$ cat config.mk
export PLATFORM = sky130hd
export DESIGN_NAME = snax_cgra_csr_manager
export DESIGN_NICKNAME = d
export VERILOG_FILES = /design/src/rtl/snax_cgra_csr_manager.sv
export SDC_FILE = /design/constraint.sdc
export NUM_CORES = 1
export LEC_CHECK = 0
export CAP_MARGIN = 5
export CORE_ASPECT_RATIO = 1.1
export CORE_UTILIZATION = 32
export DETAILED_ROUTE_END_ITERATION = 6
export PLACE_DENSITY_LB_ADDON = 0.12
export SKIP_LAST_GASP = 1
export SYNTH_ARGS = -nofsm -noshare
export SYNTH_HDL_FRONTEND = slang
export SYNTH_SLANG_ARGS = --single-unit
$ cat constraint.sdc
create_clock -name clk_i -period 5.9 [get_ports clk_i]
set_input_delay 1.18 -clock clk_i [delete_from_list [all_inputs] [get_ports clk_i]]
set_output_delay 1.18 -clock clk_i [all_outputs]
set_load 0.01 [all_outputs]
$ cat src/rtl/snax_cgra_csr_manager.sv
// snax_cgra_csr_manager: stages core CSR writes and commits them to the CGRA config port on launch
module snax_cgra_csr_manager #(
    parameter int unsigned NumRwCsr     = 1,
    parameter int unsigned NumRoCsr     = 4,
    parameter int unsigned RegAddrWidth = 32,
    parameter int unsigned RegDataWidth = 32
) (
    input  logic                             clk_i,
    input  logic                             rst_i,
    input  logic [RegAddrWidth-1:0]          csr_req_addr_i,
    input  logic [RegDataWidth-1:0]          csr_req_data_i,
    input  logic                             csr_req_write_i,
    input  logic                             csr_req_valid_i,
    output logic                             csr_req_ready_o,
    output logic [RegDataWidth-1:0]          csr_rsp_data_o,
    output logic                             csr_rsp_valid_o,
    input  logic                             csr_rsp_ready_i,
    output logic [NumRwCsr*RegDataWidth-1:0] csr_reg_set_o,
    output logic                             csr_reg_set_valid_o,
    input  logic                             csr_reg_set_ready_i,
    input  logic [NumRoCsr*RegDataWidth-1:0] csr_reg_ro_set_i,
    output logic                             busy_o
);
    localparam logic [RegAddrWidth-1:0] LaunchIdx = RegAddrWidth'(NumRwCsr);
    localparam logic [RegAddrWidth-1:0] CntIdx    = RegAddrWidth'(NumRwCsr + NumRoCsr + 1);

    typedef enum logic {Idle, Commit} state_e;

    state_e                                 state_q, state_d;
    logic [NumRwCsr-1:0][RegDataWidth-1:0]  stage_q, stage_d;
    logic [RegDataWidth-1:0]                cnt_q, cnt_d;
    logic                                   rsp_valid_q, rsp_valid_d;
    logic [RegDataWidth-1:0]                rsp_data_q, rsp_data_d, rd_data;
    logic                                   is_rw, is_launch, rd_fire, wr_fire, launch, handshake;

    assign is_rw     = csr_req_addr_i < RegAddrWidth'(NumRwCsr);
    assign is_launch = csr_req_addr_i == LaunchIdx;
    // Staging and launch writes stall while a commit holds the staging set stable
    assign csr_req_ready_o = csr_req_write_i ? !(state_q == Commit && (is_rw || is_launch))
                                             : (!rsp_valid_q || csr_rsp_ready_i);
    assign rd_fire   = csr_req_valid_i && csr_req_ready_o && !csr_req_write_i;
    assign wr_fire   = csr_req_valid_i && csr_req_ready_o && csr_req_write_i;
    assign launch    = wr_fire && is_launch && csr_req_data_i[0];
    assign handshake = csr_reg_set_valid_o && csr_reg_set_ready_i;

    assign csr_reg_set_o   = stage_q;
    assign csr_rsp_data_o  = rsp_data_q;
    assign csr_rsp_valid_o = rsp_valid_q;

    always_ff @(posedge clk_i) begin
        if (rst_i) state_q <= Idle;
        else       state_q <= state_d;
    end

    always_comb begin
        state_d = state_q == Idle ? (launch ? Commit : Idle) : (handshake ? Idle : Commit);
    end

    always_comb begin
        csr_reg_set_valid_o = state_q == Commit;
        busy_o              = state_q == Commit;
    end

    always_comb begin
        rd_data = '0;
        for (int i = 0; i < NumRwCsr; i++)
            if (csr_req_addr_i == RegAddrWidth'(i)) rd_data = stage_q[i];
        if (is_launch) rd_data = RegDataWidth'(busy_o);
        for (int i = 0; i < NumRoCsr; i++)
            if (csr_req_addr_i == RegAddrWidth'(NumRwCsr + 1 + i))
                rd_data = csr_reg_ro_set_i[i*RegDataWidth +: RegDataWidth];
        if (csr_req_addr_i == CntIdx) rd_data = cnt_q;
    end

    always_comb begin
        stage_d = stage_q;
        for (int i = 0; i < NumRwCsr; i++)
            if (wr_fire && csr_req_addr_i == RegAddrWidth'(i)) stage_d[i] = csr_req_data_i;
        cnt_d       = handshake ? cnt_q + 1'b1 : cnt_q;
        rsp_valid_d = rd_fire || (rsp_valid_q && !csr_rsp_ready_i);
        rsp_data_d  = rd_fire ? rd_data : rsp_data_q;
    end

    always_ff @(posedge clk_i) begin
        if (rst_i) begin
            stage_q     <= '0;
            cnt_q       <= '0;
            rsp_valid_q <= 1'b0;
            rsp_data_q  <= '0;
        end else begin
            stage_q     <= stage_d;
            cnt_q       <= cnt_d;
            rsp_valid_q <= rsp_valid_d;
            rsp_data_q  <= rsp_data_d;
        end
    end
endmodule

==> results.py, run 1 <==
metrics = {
    "global_route": {
        "use_met2_pct": 38.48,
        "grt_max_degree": 68,
        "antenna_found_initial": 4,
        "first_global_vias": 5746,
        "gr-total-overflow": 0,
        "busiest_layer": "met2",
        "grtUsageMet3_pct": 4.662,
        "grt_use_total_pct": 23.47,
        "grt_util_met1_pct": 29.46,
        "grt_pass1_wl_um": 32440,
    },
    "critical_path": {
        "cp-end-kind": "output pin",
        "startpoint": "csr_req_addr_i[4]",
        "required_ns": 4.72,
        "cp_max_fo": 4,
        "r2r_cells": 5,
        "regToRegSetupSlack_ns": 3.74,
        "cp_data_arrival_time_ns": 3.27,
        "r2r-end": "cnt_q[23]",
        "r2r-start": "cnt_q[7]",
        "critPathLaunchType": "primary input",
        "path_class": "in -> out",
    },
    "logic_synthesis": {
        "syn_avg_cell_area_um2": 9.033,
        "synth_seq_area_share_pct": 34.26,
        "yosys-top-cells-area": "dfxtp_1 (34%), mux2i_1 (11%), nor2_1 (6.3%), mux2_2 (6.1%), a211oi_2 (5.7%)",
        "synthFlopType": "dfxtp_1",
        "synth.cell_area_um2": 5727,
        "yosysMostFrequentCell": "dfxtp_1",
        "synth_top_area_share_pct": 34.26,
        "syn_nets": 833,
        "yosys_warnings": 0,
        "synth_common_cells": "dfxtp_1 (98), nor2_1 (96), mux2i_1 (65), nand2_1 (44), a21oi_1 (38)",
        "ys_types": 44,
        "yosys.area.top_type": "dfxtp_1",
        "syn_inst": 634,
        "synth_edf_count": 0,
        "ys_seq_elements": 98,
        "ys_async_sr_fraction_pct": 0,
    },
    "detailed_routing": {
        "vias": 5593,
        "drtAntennaViolNets": 0,
        "drc_errors": 0,
        "wl_per_cell_um": 19.33,
        "viasPerCell": 5.034,
        "routed_wl_um": 21470,
        "drt_iter0_markers": 327,
        "firstDrtPassIters": 4,
    },
    "final_layout": {
        "layout-drive-gt1-share_pct": 12.60,
        "num-nets-final": 1068,
        "syn2layout_area_growth_pct": 53.14,
        "final_util_pct": 50.79,
    },
    "sta": {
        "layout_min_cycle_time_ns": 4.446,
        "setup_violations": 0,
        "finalHoldViolCount": 0,
        "fin_skew_ns": 0.007180,
        "tns_ns": 0,
        "post-route-period-util_pct": 75.35,
        "slew-limit-headroom_pct": 20.35,
        "rsz0062_at_grt": "no",
        "fmax_ghz": 0.2249,
        "worstMarginPinSlew_ns": 1.186,
        "drv_slew": 0,
    },
    "min_path": {
        "hold_path.startpoint": "csr_rsp_data_o[15]",
        "min_to": "csr_rsp_data_o[15]",
        "timing.hold.worst.class": "reg -> reg",
        "min_path_cells": 2,
    },
    "flow_run": {
        "drv_cap": 0,
    },
    "placed_design": {
        "place.gp.congestion": 0.9030,
        "dp_hpwl_um": 16400,
        "io_buffers": 265,
    },
    "die": {
        "rows": 50,
        "die_area_um2": 18440,
        "top_level_ports": 266,
        "initial_utilization_pct": 33.17,
        "die_width_um": 129.6,
        "core_area_um2": 17270,
        "die_y_um": 142.3,
    },
    "clock_tree": {
        "cts_tree": "yes",
        "htreeDepth": 3,
        "cts_hold_buffers": 0,
        "path_clk_slew_ns": 0.07,
        "clock_latency_ns": 0.35,
        "cts_buffer_depth": 2,
        "cts_resized": 0,
        "cts_inserted_buffers": 9,
        "postCtsSetupBuffers": 0,
        "cts_root_buffer": "clkbuf_16",
        "clock-sinks": 98,
    },
    "outcome": {
        "outcome": "finished clean",
    },
    "power_and_ir_drop": {
        "p_leak_nw": 3.005,
        "power_density_nw_per_um2": 180.5,
        "peakVddDrop_mv": 0.1247,
    },
}
## layout make-up
| type | count | area [µm²] |
|---|---|---|
| flip-flops and latches | 98 | 1962 |
| clock buffers | 12 | 246.5 |
| fillers | 1649 | 8497 |
| well taps | 234 | 292.8 |
| clock inverters | 3 | 40.04 |
| inverters | 8 | 30.03 |
| multi-input cells | 477 | 3466 |
| repair buffers | 275 | 2723 |
| diodes | 4 | 10.01 |
## placed cells by master, fill, tap and decap left out, drive strengths merged, types with 7 or more instances in the layout
master and instances:
nand4 9, mux2 31, clkdlybuf4s50 263, inv 8, a21oi 38, nor2 96, nor3 11, buf 12
clkbuf 12, a22oi 32, a211oi 31, dfxtp 98, o21ai 33, xor2 7, nand3 11, nor4 22
mux2i 65, nand2 44, xnor2 22
## registers in the layout, indices dropped and copies added (netlist names)
name,cells
csr_reg_set_o,32
csr_rsp_valid_o,1
busy_o,1
csr_rsp_data_o,32
cnt_q,32
## cell families after synthesis
kind of cell               count (synthesis)  synth area share [%]
buffers and inverters                     59                 5.222
and+or+nand+nor                          215                 20.49
AOI/OAI and AO/OA                        136                 17.92
muxes                                     96                 17.46
adders and majority gates                  1                0.2184
DFF                                       98                 34.26
xor gates and xnor gates                  29                 4.435
## worst max path at each step
stage | slack [ns] | depth (start not counted) | end
after floorplan | 2.29 | 5 | csr_req_ready_o
after global placement | 1.46 | 6 | csr_req_ready_o
after detailed placement | 1.45 | 6 | csr_req_ready_o
after CTS | 1.44 | 6 | csr_req_ready_o
after global routing | 1.21 | 6 | csr_req_ready_o
final | 1.45 | 6 | csr_req_ready_o
## power breakdown
| part | total (mW) | switching (mW) | leakage (nW) | internal, mW |
|---|---|---|---|---|
| Clock | 0.599 | 0.261 | 0.142 | 0.338 |
| Combinational | 0.303 | 0.120 | 2.07 | 0.183 |
| Sequential | 0.682 | 0.00710 | 0.794 | 0.675 |
## worst max-delay path, cell delays in order
cell and delay (ns):
clkdlybuf4s50_1 0.41, nor4_1 0.46, nand3_1 0.32, nor4_4 0.23, a41oi_1 0.14, clkdlybuf4s50_1 0.51
## per-stage QoR
| step | area (µm²) | hold WS (ns) | power (mW) | setup slack (ns) | cells |
|---|---|---|---|---|---|
| global route | 8770 | 0.5354 | 1.649 | 1.214 | 1111 |
| CTS | 8760 | 0.5042 | 1.600 | 1.445 | 1107 |
| global placement | 8473 | 0.4892 | 0.9961 | 1.461 | 1092 |
| floorplan | 5727 | 0.4635 | 0.8034 | 2.295 | 634 |
| finish | 8770 | 0.5014 | 1.583 | 1.454 | 1111 |
| detailed placement | 8473 | 0.4944 | 1.000 | 1.447 | 1092 |
## routing by layer
| metal | vias to the layer above | part of all wire (%) |
|---|---|---|
| met4 | 0 | 3.0 |
| met2 | 159 | 49 |
| li1 | 2744 | - |
| met3 | 30 | 4.9 |
| met5 | - | 0 |
| met1 | 2660 | 43 |
(Power assumes the default switching activity.)
==> run 2: changes to the inputs <==
- clock period: 5.9 -> 4.1 ns (I/O delays scaled with it)
==> results.py, run 2 (synthesis results as in run 1) <==
metrics = {
    "outcome": {
        "outcome": "finished clean",
    },
    "final_layout": {
        "final_util_pct": 50.85,
        "nFillCells": 1651,
        "num-nets-final": 1071,
        "mostFrequentLayoutCells": "clkdlybuf4s50_1 (263), dfxtp_1 (98), nor2_1 (96)",
        "syn2layout_area_growth_pct": 53.31,
        "layout-drive-gt1-share_pct": 13.23,
        "layout.cells.non_filler": 1113,
        "final_common_cell": "clkdlybuf4s50_1",
    },
    "detailed_routing": {
        "drtAntennaViolNets": 0,
        "firstDrtPassIters": 5,
        "wl_per_cell_um": 19.32,
        "viasPerCell": 5.145,
        "routed_wl_um": 21500,
        "drt_iter0_markers": 274,
        "drc_errors": 0,
        "vias": 5726,
    },
    "global_route": {
        "grt_use_total_pct": 23.40,
        "first_global_vias": 5713,
        "grt_max_degree": 87,
        "gr-total-overflow": 0,
        "antenna_found_initial": 1,
        "grt_pass1_wl_um": 32270,
    },
    "sta": {
        "post-route-period-util_pct": 92.34,
        "fmax_ghz": 0.2641,
        "tns_ns": 0,
        "slew-limit-headroom_pct": 26.15,
        "drv_slew": 0,
        "finalHoldViolCount": 0,
        "rsz0062_at_grt": "no",
        "layout_min_cycle_time_ns": 3.786,
        "worstMarginPinSlew_ns": 1.108,
        "fin_skew_ns": 0.008384,
        "setup_violations": 0,
    },
    "placed_design": {
        "place.gp.congestion": 0.9147,
        "io_buffers": 265,
        "dp.cells": 1095,
        "dp_hpwl_um": 16710,
    },
    "power_and_ir_drop": {
        "peakVddDrop_mv": 0.2086,
        "power_density_nw_per_um2": 255.7,
        "p_leak_nw": 3.015,
        "total_power_mw": 2.245,
    },
    "die": {
        "die_area_um2": 18440,
        "die_width_um": 129.6,
        "initial_utilization_pct": 33.17,
        "top_level_ports": 266,
        "die_y_um": 142.3,
        "core_area_um2": 17270,
        "rows": 50,
    },
    "clock_tree": {
        "cts_hold_buffers": 0,
        "cts_root_buffer": "clkbuf_16",
        "path_clk_slew_ns": 0.07,
        "htreeDepth": 3,
        "clock-sinks": 98,
        "cts_tree": "yes",
        "clock_latency_ns": 0.35,
        "cts_resized": 0,
        "postCtsSetupBuffers": 0,
        "cts_buffer_depth": 2,
        "cts_inserted_buffers": 9,
    },
    "critical_path": {
        "critPathLaunchType": "primary input",
        "regToRegSetupSlack_ns": 1.92,
        "path_class": "in -> out",
        "path_cells": "clkdlybuf4s50_1, nor4_1, nand3_1, nor4_4, a41oi_1, clkdlybuf4s50_1",
        "cp-end-kind": "output pin",
        "cp_top_family": "simple AND/OR/NAND/NOR gates",
        "cp_max_fo": 4,
        "critPathMaxStageDelay_ns": 0.51,
        "cp_common_cell": "clkdlybuf4s50_1",
        "required_ns": 3.28,
        "r2r-start": "busy_o",
        "startpoint": "csr_req_addr_i[7]",
        "critPathBufInv": 2,
        "cp_slowest_cell": "clkdlybuf4s50_1",
        "cp_data_arrival_time_ns": 2.97,
    },
    "min_path": {
        "timing.hold.worst.class": "reg -> reg",
        "hold_path.startpoint": "csr_rsp_data_o[20]",
    },
    "flow_run": {
        "drv_cap": 0,
    },
}
==> run 2: cell types whose count changed in the layout (fill, tap and decap cells not counted), sizes merged <==
| cell | change |
|---|---|
| buf | +3 |
| clkbuf | -2 |
| clkinv | +2 |
| diode | -2 |
| bufinv | -1 |
| clkinvlp | +1 |
| inv | +1 |
==> run 2: worst min-delay path: cells and delay by family (launching register included) <==
kind             cells  cell delay, ns
AO/OA/AOI/OAI        1            0.05
flip-flops           1            0.31
AND/OR/NAND/NOR      1            0.09
==> run 2: area by class of cell <==
type | instances | area [µm²] | area share [%]
Multi-Input combinational cell | 477 | 3466 | 39.48
Timing Repair Buffer | 278 | 2745 | 31.27
Sequential cell | 98 | 1962 | 22.35
Tap cell | 234 | 292.8 | 3.335
Clock buffer | 10 | 239.0 | 2.722
Clock inverter | 6 | 40.04 | 0.4560
Inverter | 8 | 30.03 | 0.3420
Antenna cell | 2 | 5.005 | 0.05700
==> run 2: worst paths after layout <==
path	end	cells past startpoint
setup / recovery	csr_req_ready_o	6
hold reg to reg	csr_rsp_data_o[20]	2
setup reg to reg	cnt_q[21]	5
hold / removal	csr_rsp_data_o[20]	2
==> run 2: metal layers <==
| layer | vias up | global-route usage, % | wire length, µm |
|---|---|---|---|
| met5 | - | 0 | 0 |
| met4 | 0 | 11.32 | 838 |
| met3 | 41 | 4.699 | 1256 |
| met2 | 195 | 38.09 | 10310 |
| met1 | 2735 | 29.40 | 9099 |
| li1 | 2755 | - | - |
==> run 2: per-stage QoR <==
stage          instance area (µm²)  setup slack, ns  hold slack, ns
6_report                      8780           0.3141          0.4990
5_1_grt                       8780           0.2439          0.5240
4_1_cts                       8775           0.3526          0.5045
3_5_place_dp                  8496           0.3517          0.4944
3_3_place_gp                  8496           0.3732          0.4887
2_1_floorplan                 5727            1.215          0.4635
==> run 2: report_power, final <==
group	switching (mW)	leakage [nW]	internal, mW
registers	0.0112	0.794	0.971
logic	0.172	2.08	0.265
clock network	0.397	0.139	0.429
total	0.579	3.02	1.67
==> run 3: changes to the inputs <==
- CTS_BUF_LIST: not set -> sky130_fd_sc_hd__clkbuf_4
- clock period: 4.1 -> 3.5 ns (I/O delays scaled with it)
==> results.py, run 3 (synthesis results as in run 1) <==
metrics = {
    "outcome": {
        "outcome": "finished clean",
    },
    "final_layout": {
        "final_util_pct": 50.05,
        "syn2layout_area_growth_pct": 50.91,
        "num-nets-final": 1072,
        "layout-drive-gt1-share_pct": 13.11,
        "nFillCells": 1643,
        "layout.cells.non_filler": 1112,
        "mostFrequentLayoutCells": "clkdlybuf4s50_1 (263), dfxtp_1 (98), nor2_1 (96)",
        "final_common_cell": "clkdlybuf4s50_1",
    },
    "critical_path": {
        "critPathMaxStageDelay_ns": 0.51,
        "path_class": "in -> out",
        "cp_common_cell": "clkdlybuf4s50_1",
        "r2r_cells": 5,
        "cp_max_fo": 2,
        "critPathLaunchType": "primary input",
        "critPathBufInv": 2,
        "required_ns": 2.80,
        "cp_top_family": "buffers and inverters",
        "path_cells": "clkdlybuf4s50_1, nor4_1, nand3_1, nor4_4, a41oi_1, clkdlybuf4s50_1",
        "cp-end-kind": "output pin",
        "cp_slowest_cell": "clkdlybuf4s50_1",
        "cp.depth": 6,
        "cp_data_arrival_time_ns": 2.60,
    },
    "placed_design": {
        "dp_hpwl_um": 16790,
        "place.gp.congestion": 0.9071,
        "io_buffers": 265,
        "dp.cells": 1096,
    },
    "detailed_routing": {
        "drt_iter0_markers": 333,
        "drtAntennaViolNets": 0,
        "vias": 5639,
        "drc_errors": 0,
        "viasPerCell": 5.071,
        "firstDrtPassIters": 5,
        "routed_wl_um": 21410,
        "wl_per_cell_um": 19.25,
    },
    "sta": {
        "rsz0062_at_grt": "no",
        "tns_ns": 0,
        "fin_skew_ns": 0.02567,
        "drv_slew": 0,
        "setup_violations": 0,
        "layout_min_cycle_time_ns": 3.302,
        "finalHoldViolCount": 0,
        "worstMarginPinSlew_ns": 0.8096,
        "fin_hold_ws_ns": 0.5210,
        "post-route-period-util_pct": 94.35,
        "slew-limit-headroom_pct": 46.03,
        "fmax_ghz": 0.3028,
    },
    "clock_tree": {
        "cts_tree": "yes",
        "cts_inserted_buffers": 9,
        "htreeDepth": 3,
        "cts_root_buffer": "clkbuf_4",
        "postCtsSetupBuffers": 0,
        "cts_hold_buffers": 0,
        "path_clk_slew_ns": 0.16,
        "cts_buffer_depth": 2,
        "clock-sinks": 98,
        "cts_resized": 0,
        "clock_latency_ns": 0.48,
    },
    "die": {
        "rows": 50,
        "die_area_um2": 18440,
        "initial_utilization_pct": 33.17,
        "die_y_um": 142.3,
        "core_area_um2": 17270,
        "die_width_um": 129.6,
        "top_level_ports": 266,
    },
    "global_route": {
        "antenna_found_initial": 1,
        "first_global_vias": 5717,
        "grt_pass1_wl_um": 32170,
        "grt_use_total_pct": 23.31,
        "gr-total-overflow": 0,
        "grt_max_degree": 63,
    },
    "min_path": {
        "min_path_cells": 2,
        "timing.hold.worst.class": "reg -> reg",
    },
    "power_and_ir_drop": {
        "peakVddDrop_mv": 0.1908,
        "power_density_nw_per_um2": 257.2,
        "p_leak_nw": 2.950,
    },
    "flow_run": {
        "drv_cap": 0,
    },
}
[run 3: metal layers]
layer	up-vias	GRT usage [%]	routed length (µm)
li1	2747	-	-
met3	27	5.865	1512
met5	-	0	0
met1	2661	29.21	8971
met4	0	6.854	494
met2	204	39.22	10430
[run 3: power by group]
| group | leakage [nW] | total [mW] | switching (mW) | internal (mW) |
|---|---|---|---|---|
| Clock | 0.0621 | 0.557 | 0.407 | 0.151 |
| Combinational | 2.09 | 0.512 | 0.201 | 0.310 |
| Sequential | 0.794 | 1.15 | 0.0145 | 1.14 |
[run 3: path summary, 6_finish.rpt]
check / to / slack (ns) / start
setup / recovery: csr_req_ready_o / 0.20 / csr_req_addr_i[16]
hold reg to reg: csr_rsp_data_o[14] / 0.52 / csr_rsp_data_o[14]
setup reg to reg: cnt_q[19] / 1.33 / busy_o
hold / removal: csr_rsp_data_o[14] / 0.52 / csr_rsp_data_o[14]
[run 3: cell type report]
type	instances	area (µm²)	area share [%]
Antenna cell	1	2.502	0.02896
Clock buffer	10	75.07	0.8687
Clock inverter	5	30.03	0.3475
Inverter	8	30.03	0.3475
Multi-Input combinational cell	477	3472	40.18
Sequential cell	98	1962	22.70
Tap cell	234	292.8	3.388
Timing Repair Buffer	279	2778	32.14
[run 3: through the flow]
| step | total power, mW | setup WS (ns) | instance area, µm² |
|---|---|---|---|
| 2_1_floorplan | 1.354 | 0.8545 | 5727 |
| 3_3_place_gp | 1.683 | 0.1577 | 8528 |
| 3_5_place_dp | 1.690 | 0.1108 | 8528 |
| 4_1_cts | 2.245 | 0.1086 | 8633 |
| 5_1_grt | 2.326 | 0.08970 | 8642 |
| 6_report | 2.223 | 0.1976 | 8642 |
[run 3: tightest hold or removal path, cell delays in order, from the launching register on]
cell and delay [ns]:
dfxtp_1 0.35, nor2_1 0.10, a211oi_1 0.05
